<file path="config.mk">
export PLATFORM = sky130hd
export DESIGN_NAME = sym_fir_core_flat
export DESIGN_NICKNAME = d
export VERILOG_FILES = /design/src/rtl/sym_fir_core_if.sv /design/src/rtl/sym_fir_core.sv /design/src/flat_wrapper.sv
export SDC_FILE = /design/constraint.sdc
export NUM_CORES = 2
export LEC_CHECK = 0
export ABC_AREA = 1
export CAP_MARGIN = 5
export CORE_AREA = 3 3 364 366
export DETAILED_ROUTE_END_ITERATION = 8
export DIE_AREA = 0 0 367 369
export GPL_ROUTABILITY_DRIVEN = 0
export PLACE_DENSITY = 0.65
export SLEW_MARGIN = 20
export SYNTH_ARGS = -nofsm -noshare
export SYNTH_HDL_FRONTEND = slang
export SYNTH_SLANG_ARGS = --single-unit
</file>
<file path="constraint.sdc">
create_clock -name clk -period 41.6 [get_ports clk]
set_clock_uncertainty 0.15 [all_clocks]
set_input_delay 8.32 -clock clk [delete_from_list [all_inputs] [get_ports clk]]
set_output_delay 8.32 -clock clk [all_outputs]
set_load 0.03 [all_outputs]
</file>
<file path="src/rtl/sym_fir_core_if.sv">
// -----------------------------------------------------------------------------
// sym_fir_core_if
// Sample and coefficient bus for sym_fir_core.
//   slave  : the filter core (takes samples/coefficients, drives results)
//   master : the producer/consumer side (ADC stream + adaptive update logic)
// Signals:
//   in_valid/in_data/mode  sample strobe, sample, 0=symmetric 1=antisymmetric
//   flush                  sync clear of delay line and in-flight results
//   coef_we/addr/data      shadow coefficient write
//   coef_commit            copy shadow bank to active bank
//   out_valid/data/sat     result strobe, result, saturation flag
// -----------------------------------------------------------------------------
interface sym_fir_core_if #(
  parameter int WL      = 14,
  parameter int COEF_WL = 9,
  parameter int OUT_WL  = 20,
  parameter int CA_W    = 3
);
  logic               in_valid;
  logic [WL-1:0]      in_data;
  logic               mode;
  logic               flush;
  logic               coef_we;
  logic [CA_W-1:0]    coef_addr;
  logic [COEF_WL-1:0] coef_data;
  logic               coef_commit;
  logic               out_valid;
  logic [OUT_WL-1:0]  out_data;
  logic               out_sat;

  modport master (
    output in_valid, in_data, mode, flush, coef_we, coef_addr, coef_data, coef_commit,
    input  out_valid, out_data, out_sat
  );

  modport slave (
    input  in_valid, in_data, mode, flush, coef_we, coef_addr, coef_data, coef_commit,
    output out_valid, out_data, out_sat
  );
endinterface

</file>
<file path="src/rtl/sym_fir_core.sv">
// -----------------------------------------------------------------------------
// sym_fir_core
// Symmetric / antisymmetric fixed-point FIR, N = ORDER+1 taps, NC = N/2 unique
// coefficients in a double-buffered (shadow/active) bank.
// 3-stage pipeline advanced by the valid token:
//   S1 pre-add/sub of mirrored taps (coefficient set latched here)
//   S2 NC products (one sym_fir_lane per unique coefficient)
//   S3 sum, round-half-up, saturate
// Ports: clk, rst (async, active high), bus (sym_fir_core_if.slave).
// -----------------------------------------------------------------------------

// One unique-coefficient lane: pre-add (S1) then multiply (S2).
module sym_fir_lane #(
  parameter int WL      = 14,
  parameter int COEF_WL = 9
) (
  input  logic                  clk,
  input  logic                  rst,
  input  logic                  s1_en_i,
  input  logic                  s2_en_i,
  input  logic                  sub_i,
  input  logic [WL-1:0]         a_i,
  input  logic [WL-1:0]         b_i,
  input  logic [COEF_WL-1:0]    coef_i,
  output logic [WL+COEF_WL:0]   prod_o
);
  localparam int PW = WL + 1;
  localparam int MW = PW + COEF_WL;

  logic signed [PW-1:0]      pa_d, pa_q;
  logic signed [COEF_WL-1:0] coef_q;
  logic signed [MW-1:0]      prod_d, prod_q;

  always_comb begin
    pa_d   = sub_i ? (PW'($signed(a_i)) - PW'($signed(b_i)))
                   : (PW'($signed(a_i)) + PW'($signed(b_i)));
    prod_d = MW'(pa_q) * MW'(coef_q);
  end

  always_ff @(posedge clk or posedge rst) begin
    if (rst) begin
      pa_q   <= '0;
      coef_q <= '0;
      prod_q <= '0;
    end else begin
      // coefficient travels with the sample so a commit never hits in-flight data
      if (s1_en_i) begin
        pa_q   <= pa_d;
        coef_q <= $signed(coef_i);
      end
      if (s2_en_i) prod_q <= prod_d;
    end
  end

  assign prod_o = prod_q;
endmodule

module sym_fir_core #(
  parameter int WL      = 14,
  parameter int FL      = 6,
  parameter int ORDER   = 9,
  parameter int COEF_WL = 9,
  parameter int COEF_FL = 7,
  parameter int OUT_WL  = 20,
  parameter int OUT_FL  = 12
) (
  input logic           clk,
  input logic           rst,
  sym_fir_core_if.slave bus
);
  localparam int N      = ORDER + 1;
  localparam int NC     = N / 2;
  localparam int MW     = WL + 1 + COEF_WL;
  localparam int SW     = MW + $clog2(NC);
  localparam int D      = FL + COEF_FL - OUT_FL;          // dropped fraction bits
  localparam int RW     = SW + 1;                         // room for the rounding add
  localparam int XW     = ((RW > OUT_WL) ? RW : OUT_WL) + 1;
  localparam int STAGES = 3;

  localparam logic signed [XW-1:0] HALF = (D > 0) ? (XW'(1) <<< ((D > 0) ? (D - 1) : 0)) : XW'(0);
  localparam logic signed [XW-1:0] MAXV = (XW'(1) <<< (OUT_WL - 1)) - XW'(1);
  localparam logic signed [XW-1:0] MINV = -MAXV - XW'(1);

  logic [NC-1:0][COEF_WL-1:0] shadow_q, shadow_d, active_q, active_d;
  logic [N-2:0][WL-1:0]       dl_q, dl_d;      // past samples, dl_q[0] newest
  logic [N-1:0][WL-1:0]       tap;             // window including the incoming sample
  logic [NC-1:0][MW-1:0]      prod;
  logic [STAGES:1]            vld_pipe_q, vld_pipe_d;
  logic [OUT_WL-1:0]          out_data_q, out_data_d;
  logic                       out_sat_q, out_sat_d;

  logic signed [SW-1:0]       acc;
  logic signed [XW-1:0]       ext, rnd;
  logic [OUT_WL-1:0]          res;
  logic                       res_sat;

  // Coefficient banks: commit reads the pre-write shadow since both are
  // sampled from the registered shadow.
  always_comb begin
    active_d = bus.coef_commit ? shadow_q : active_q;
    shadow_d = shadow_q;
    if (bus.coef_we && (int'(bus.coef_addr) < NC))
      shadow_d[bus.coef_addr] = bus.coef_data;
  end

  // Flush zeroes history but the accompanying sample still enters tap 0.
  always_comb begin
    tap[0] = bus.in_data;
    for (int i = 1; i < N; i++)
      tap[i] = bus.flush ? '0 : dl_q[i-1];
    dl_d = dl_q;
    if (bus.in_valid) begin
      for (int i = 0; i < N - 1; i++) dl_d[i] = tap[i];
    end else if (bus.flush) begin
      dl_d = '0;
    end
  end

  for (genvar k = 0; k < NC; k++) begin : g_lane
    sym_fir_lane #(.WL(WL), .COEF_WL(COEF_WL)) u_lane (
      .clk     (clk),
      .rst     (rst),
      .s1_en_i (bus.in_valid),
      .s2_en_i (vld_pipe_q[1]),
      .sub_i   (bus.mode),
      .a_i     (tap[k]),
      .b_i     (tap[N-1-k]),
      .coef_i  (active_q[k]),
      .prod_o  (prod[k])
    );
  end

  // S3: sum, round-half-up via bias + arithmetic shift, clamp.
  always_comb begin
    acc = '0;
    for (int k = 0; k < NC; k++) acc = acc + SW'($signed(prod[k]));
    ext     = XW'(acc);
    rnd     = (ext + HALF) >>> D;
    res     = rnd[OUT_WL-1:0];
    res_sat = 1'b0;
    if (rnd > MAXV) begin
      res     = MAXV[OUT_WL-1:0];
      res_sat = 1'b1;
    end else if (rnd < MINV) begin
      res     = MINV[OUT_WL-1:0];
      res_sat = 1'b1;
    end
  end

  // Flush kills tokens already in the pipe, never the one entering with it.
  always_comb begin
    vld_pipe_d[1] = bus.in_valid;
    for (int s = 2; s <= STAGES; s++)
      vld_pipe_d[s] = vld_pipe_q[s-1] & ~bus.flush;
    out_data_d = out_data_q;
    out_sat_d  = out_sat_q;
    if (bus.flush) begin
      out_data_d = '0;
      out_sat_d  = 1'b0;
    end else if (vld_pipe_q[STAGES-1]) begin
      out_data_d = res;
      out_sat_d  = res_sat;
    end
  end

  always_ff @(posedge clk or posedge rst) begin
    if (rst) begin
      shadow_q   <= '0;
      active_q   <= '0;
      dl_q       <= '0;
      vld_pipe_q <= '0;
      out_data_q <= '0;
      out_sat_q  <= 1'b0;
    end else begin
      shadow_q   <= shadow_d;
      active_q   <= active_d;
      dl_q       <= dl_d;
      vld_pipe_q <= vld_pipe_d;
      out_data_q <= out_data_d;
      out_sat_q  <= out_sat_d;
    end
  end

  assign bus.out_valid = vld_pipe_q[STAGES];
  assign bus.out_data  = out_data_q;
  assign bus.out_sat   = out_sat_q;
endmodule
</file>
<file path="src/flat_wrapper.sv">
// flat-port wrapper written by rule: the top's interface ports become plain ports
module sym_fir_core_flat 
#(
  parameter int WL      = 14,
  parameter int FL      = 6,
  parameter int ORDER   = 9,
  parameter int COEF_WL = 9,
  parameter int COEF_FL = 7,
  parameter int OUT_WL  = 20,
  parameter int OUT_FL  = 12
)
  (clk, rst, bus_in_valid, bus_in_data, bus_mode, bus_flush, bus_coef_we, bus_coef_addr, bus_coef_data, bus_coef_commit, bus_out_valid, bus_out_data, bus_out_sat);
  sym_fir_core_if #(.WL(WL), .COEF_WL(COEF_WL), .OUT_WL(OUT_WL)) bus_i ();
  input logic clk;
  input logic rst;
  input wire logic [$bits(bus_i.in_valid)-1:0] bus_in_valid;
  input wire logic [$bits(bus_i.in_data)-1:0] bus_in_data;
  input wire logic [$bits(bus_i.mode)-1:0] bus_mode;
  input wire logic [$bits(bus_i.flush)-1:0] bus_flush;
  input wire logic [$bits(bus_i.coef_we)-1:0] bus_coef_we;
  input wire logic [$bits(bus_i.coef_addr)-1:0] bus_coef_addr;
  input wire logic [$bits(bus_i.coef_data)-1:0] bus_coef_data;
  input wire logic [$bits(bus_i.coef_commit)-1:0] bus_coef_commit;
  output wire logic [$bits(bus_i.out_valid)-1:0] bus_out_valid;
  output wire logic [$bits(bus_i.out_data)-1:0] bus_out_data;
  output wire logic [$bits(bus_i.out_sat)-1:0] bus_out_sat;
  assign bus_i.in_valid = bus_in_valid;
  assign bus_i.in_data = bus_in_data;
  assign bus_i.mode = bus_mode;
  assign bus_i.flush = bus_flush;
  assign bus_i.coef_we = bus_coef_we;
  assign bus_i.coef_addr = bus_coef_addr;
  assign bus_i.coef_data = bus_coef_data;
  assign bus_i.coef_commit = bus_coef_commit;
  assign bus_out_valid = bus_i.out_valid;
  assign bus_out_data = bus_i.out_data;
  assign bus_out_sat = bus_i.out_sat;
  sym_fir_core #(.WL(WL), .FL(FL), .ORDER(ORDER), .COEF_WL(COEF_WL), .COEF_FL(COEF_FL), .OUT_WL(OUT_WL), .OUT_FL(OUT_FL)) u_core (.clk(clk), .rst(rst), .bus(bus_i));
endmodule
</file>
==> results.toml <==
[outcome]
status = "completed"

[sta]
worst_slack_ns = 29.67
finalCritPeriodShare = 0.287
slew_viol_final = 0
worstMarginPinSlew_ns = 1.07
setup_tns_ns = 0
maxSlewHeadroom = 0.280
rsz0062_at_grt = "no"
hold-worst-slack_ns = 0.324
hold_violations = 0
finalWorstPathRequiredPeriod_ns = 11.93
max_freq_mhz = 83.9
setup_viol = 0

[route]
dr_total_vias = 40900
final_antenna_net_count = 0
met3_length_mm = 7.90
finalWirelength_mm = 136
route.met2.wl_mm = 61.4
first_pass_iters = 8
routedWlPerCell_um = 16.5
highest_layer = "met5"
wl_met1_mm = 62.7
drt_iter0_markers = 3107
route.detailed.drc = 0
drt-vias-per-instance = 4.96

[synthesis]
synth-seq-cells = 480
synth_top_cell_area_share = 0.238
synthCells = 6608
syn_nets = 7633
yosysUniqueCellTypes = 54
synth-edff-count = 0
postSynthAreaPerCell_sq_um = 7.84
ys.flop_type = "dfrtp_1"
yosys_warnings = 0
async_flop_share = 1.00
ys_seq_area_frac = 0.232
yosysTopAreaCell = "fa_1"
synth_area_leaders = "fa_1 (24%), dfrtp_1 (23%), nand2_1 (12%)"
synth_area_sq_mm = 0.0518

[placement]
place_ws_ns = 29.12
dp_hpwl_mm = 108
place_area_sq_mm = 0.0536
io_buffers = 54

[cells_and_area]
num_antenna_cells = 0
area_growth_pct = 7.50
multiInputGateArea_sq_mm = 0.0334
nFillCells = 13000
seqCellArea_sq_mm = 0.0120
layout.nets = 7485
stdcell_area_sq_mm = 0.0557
drive_above_1_share = 0.0404

[global_routing]
overflow = 0
grtUsageTotal = 0.202
grt_max_degree = 161
first_global_vias = 40900
grt_first_pass_wirelength_mm = 221
grt_antenna_before_repair = 6

[worst_setup_path]
cp_slowest_cell = "clkinv_1"
cp_max_fo = 44
worstSetupEndpointType = "flop"
cp.required_ns = 41.96
path_cells = "buf_4 > clkinv_1 > buf_4 > nand2_1 > nand3_1 > nor4_1 > nand3_1 > o31ai_1 > xor2_1 > inv_1 > ha_1 > nand2_1 > nor3_1 > nand3_1 > o2111ai_1 > a31oi_1 > xor2_1 > o21ai_0"
start_kind = "input pin"
path_common_cell = "nand3_1"
critical_path_class = "input pin to flop"
crit_arrival_ns = 12.28
max_stage_delay_ns = 0.55

[clock_tree]
postCtsHoldBufs = 0
cts_num_sinks = 480
cts-buffers-inserted = 58
post_cts_buffers = 0
htree_num_levels = 2
clkSlewWorstSetupHoldPaths_ns = 0.06
cts_resized = 0
clk_latency_ns = 0.69
cts_tree = "done"
clockRootBuffer = "clkbuf_16"
clock_path_buffers = 3

[floorplanning]
die_y_um = 369
rows = 132
fp.dieW_um = 367
ios = 55
initial_core_util = 0.400
dieArea_sq_mm = 0.135
core_area_sq_mm = 0.129

[min_path]
hp-class = "flop to flop"

[run]
maxCapViolCount = 0
## metrics by stage
stage	util	instances
floorplan	-	6608
CTS	0.430	8247
global placement	0.414	8141
finish	0.430	8248
global route	0.430	8248
detailed placement	0.414	8141
## cells in the mapped netlist, types with 2 or more instances
master and count:
nor4_1 7, nor2_2 13, o22ai_1 43, dfrtp_1 480
nand3_4 2, clkbuf_1 259, a21oi_1 213, a22o_1 2
nand3_1 181, o221ai_1 6, nand3_2 8, or2_2 63
buf_1 12, a21boi_0 6, o21ai_0 472, and2_1 2
nand2_1 1626, o211ai_1 12, nand3b_1 8, nand4_1 35
ha_1 375, buf_2 6, inv_1 1399, o31ai_1 18
nor3_1 35, xnor2_1 84, a21oi_2 3, buf_4 2
a21o_1 14, a31o_2 7, nor2_1 340, inv_2 4
a31oi_1 45, and3_1 5, mux2_2 7, xor2_1 138
buf_6 2, nand2_2 24, o21bai_1 5, fa_1 617
nor2_4 5, a211oi_1 9, o2111ai_1 3
## cells in the final DEF (no fill, tap or decap), types with 63 or more instances in the layout
master   synthesis  routed
nand2_1       1626    1625
nor2_1         340     340
o21ai_0        472     472
inv_1         1399    1397
nand3_1        181     181
fa_1           617     617
or2_2           63      63
a21oi_1        213     213
xor2_1         138     138
dfrtp_1        480     479
xnor2_1         84      84
ha_1           375     375
## cell type report
type | instances | share of cell area
clock buffers | 77 | 0.0293
clock inverters | 29 | 0.00760
inverters | 1404 | 0.0949
multi-input cells | 4442 | 0.600
flip-flops and latches | 480 | 0.216
well taps | 1742 | 0.0391
repair buffers | 74 | 0.0128
## worst paths after layout
check                                                       start                                 to  slack [ns]  depth (start not counted)
worst max-delay path                                    bus_flush   u_core.g_lane[3].u_lane.pa_q[14]       29.67                         18
worst min-delay path                      u_core.bus.out_data[14]            u_core.bus.out_data[14]        0.32                          2
worst max register to register  u_core.g_lane[0].u_lane.prod_o[0]             u_core.bus.out_data[4]       34.45                         34
worst min register to register            u_core.bus.out_data[14]            u_core.bus.out_data[14]        0.32                          2
max in group asynchronous                                     rst  u_core.g_lane[1].u_lane.coef_q[6]       31.25                          4
min in group asynchronous                                     rst                    u_core.dl_q[61]        8.02                          2
## sequential cells by signal (all words and copies together), names as in the netlist
register and flops:
u_core.active_q 45, u_core.g_lane.u_lane.coef_q 45, u_core.bus.out_data 20, u_core.g_lane.u_lane.pa_q 75
u_core.shadow_q 45, u_core.bus.out_sat 1, u_core.g_lane.u_lane.prod_o 120, u_core.dl_q 126
u_core.vld_pipe_q 3
## routing by layer
metal / up-vias / GRT usage
met5: - / 0
met4: 4 / 0.0601
met3: 177 / 0.0222
met2: 1143 / 0.326
met1: 19900 / 0.288
li1: 19700 / -
## critical path, delay by kind of cell
kind / cells / cell delay (ns)
xor gates and xnor gates: 2 / 0.34
AOI/OAI and AO/OA: 4 / 0.69
adders and majority gates: 1 / 0.33
and+or+nand+nor: 7 / 1.22
buffers and inverters: 4 / 1.35
## cells by family (layout without fill, tap and decap cells)
| family | Yosys count | count (layout) | share of synthesized area |
|---|---|---|---|
| XOR/XNOR | 222 | 222 | 0.0375 |
| AND/OR/NAND/NOR | 2357 | 2357 | 0.186 |
| AO/OA/AOI/OAI | 864 | 864 | 0.0906 |
| flip-flops | 480 | 480 | 0.232 |
| buffers and inverters | 1686 | 1584 | 0.123 |
| multiplexers | 7 | 7 | 0.00152 |
| adder cells (fa/ha/maj) | 992 | 992 | 0.329 |
Power is left out: the tool's default activity adds up to more than one toggle a clock period on the data nets, which glitch-free logic cannot reach.
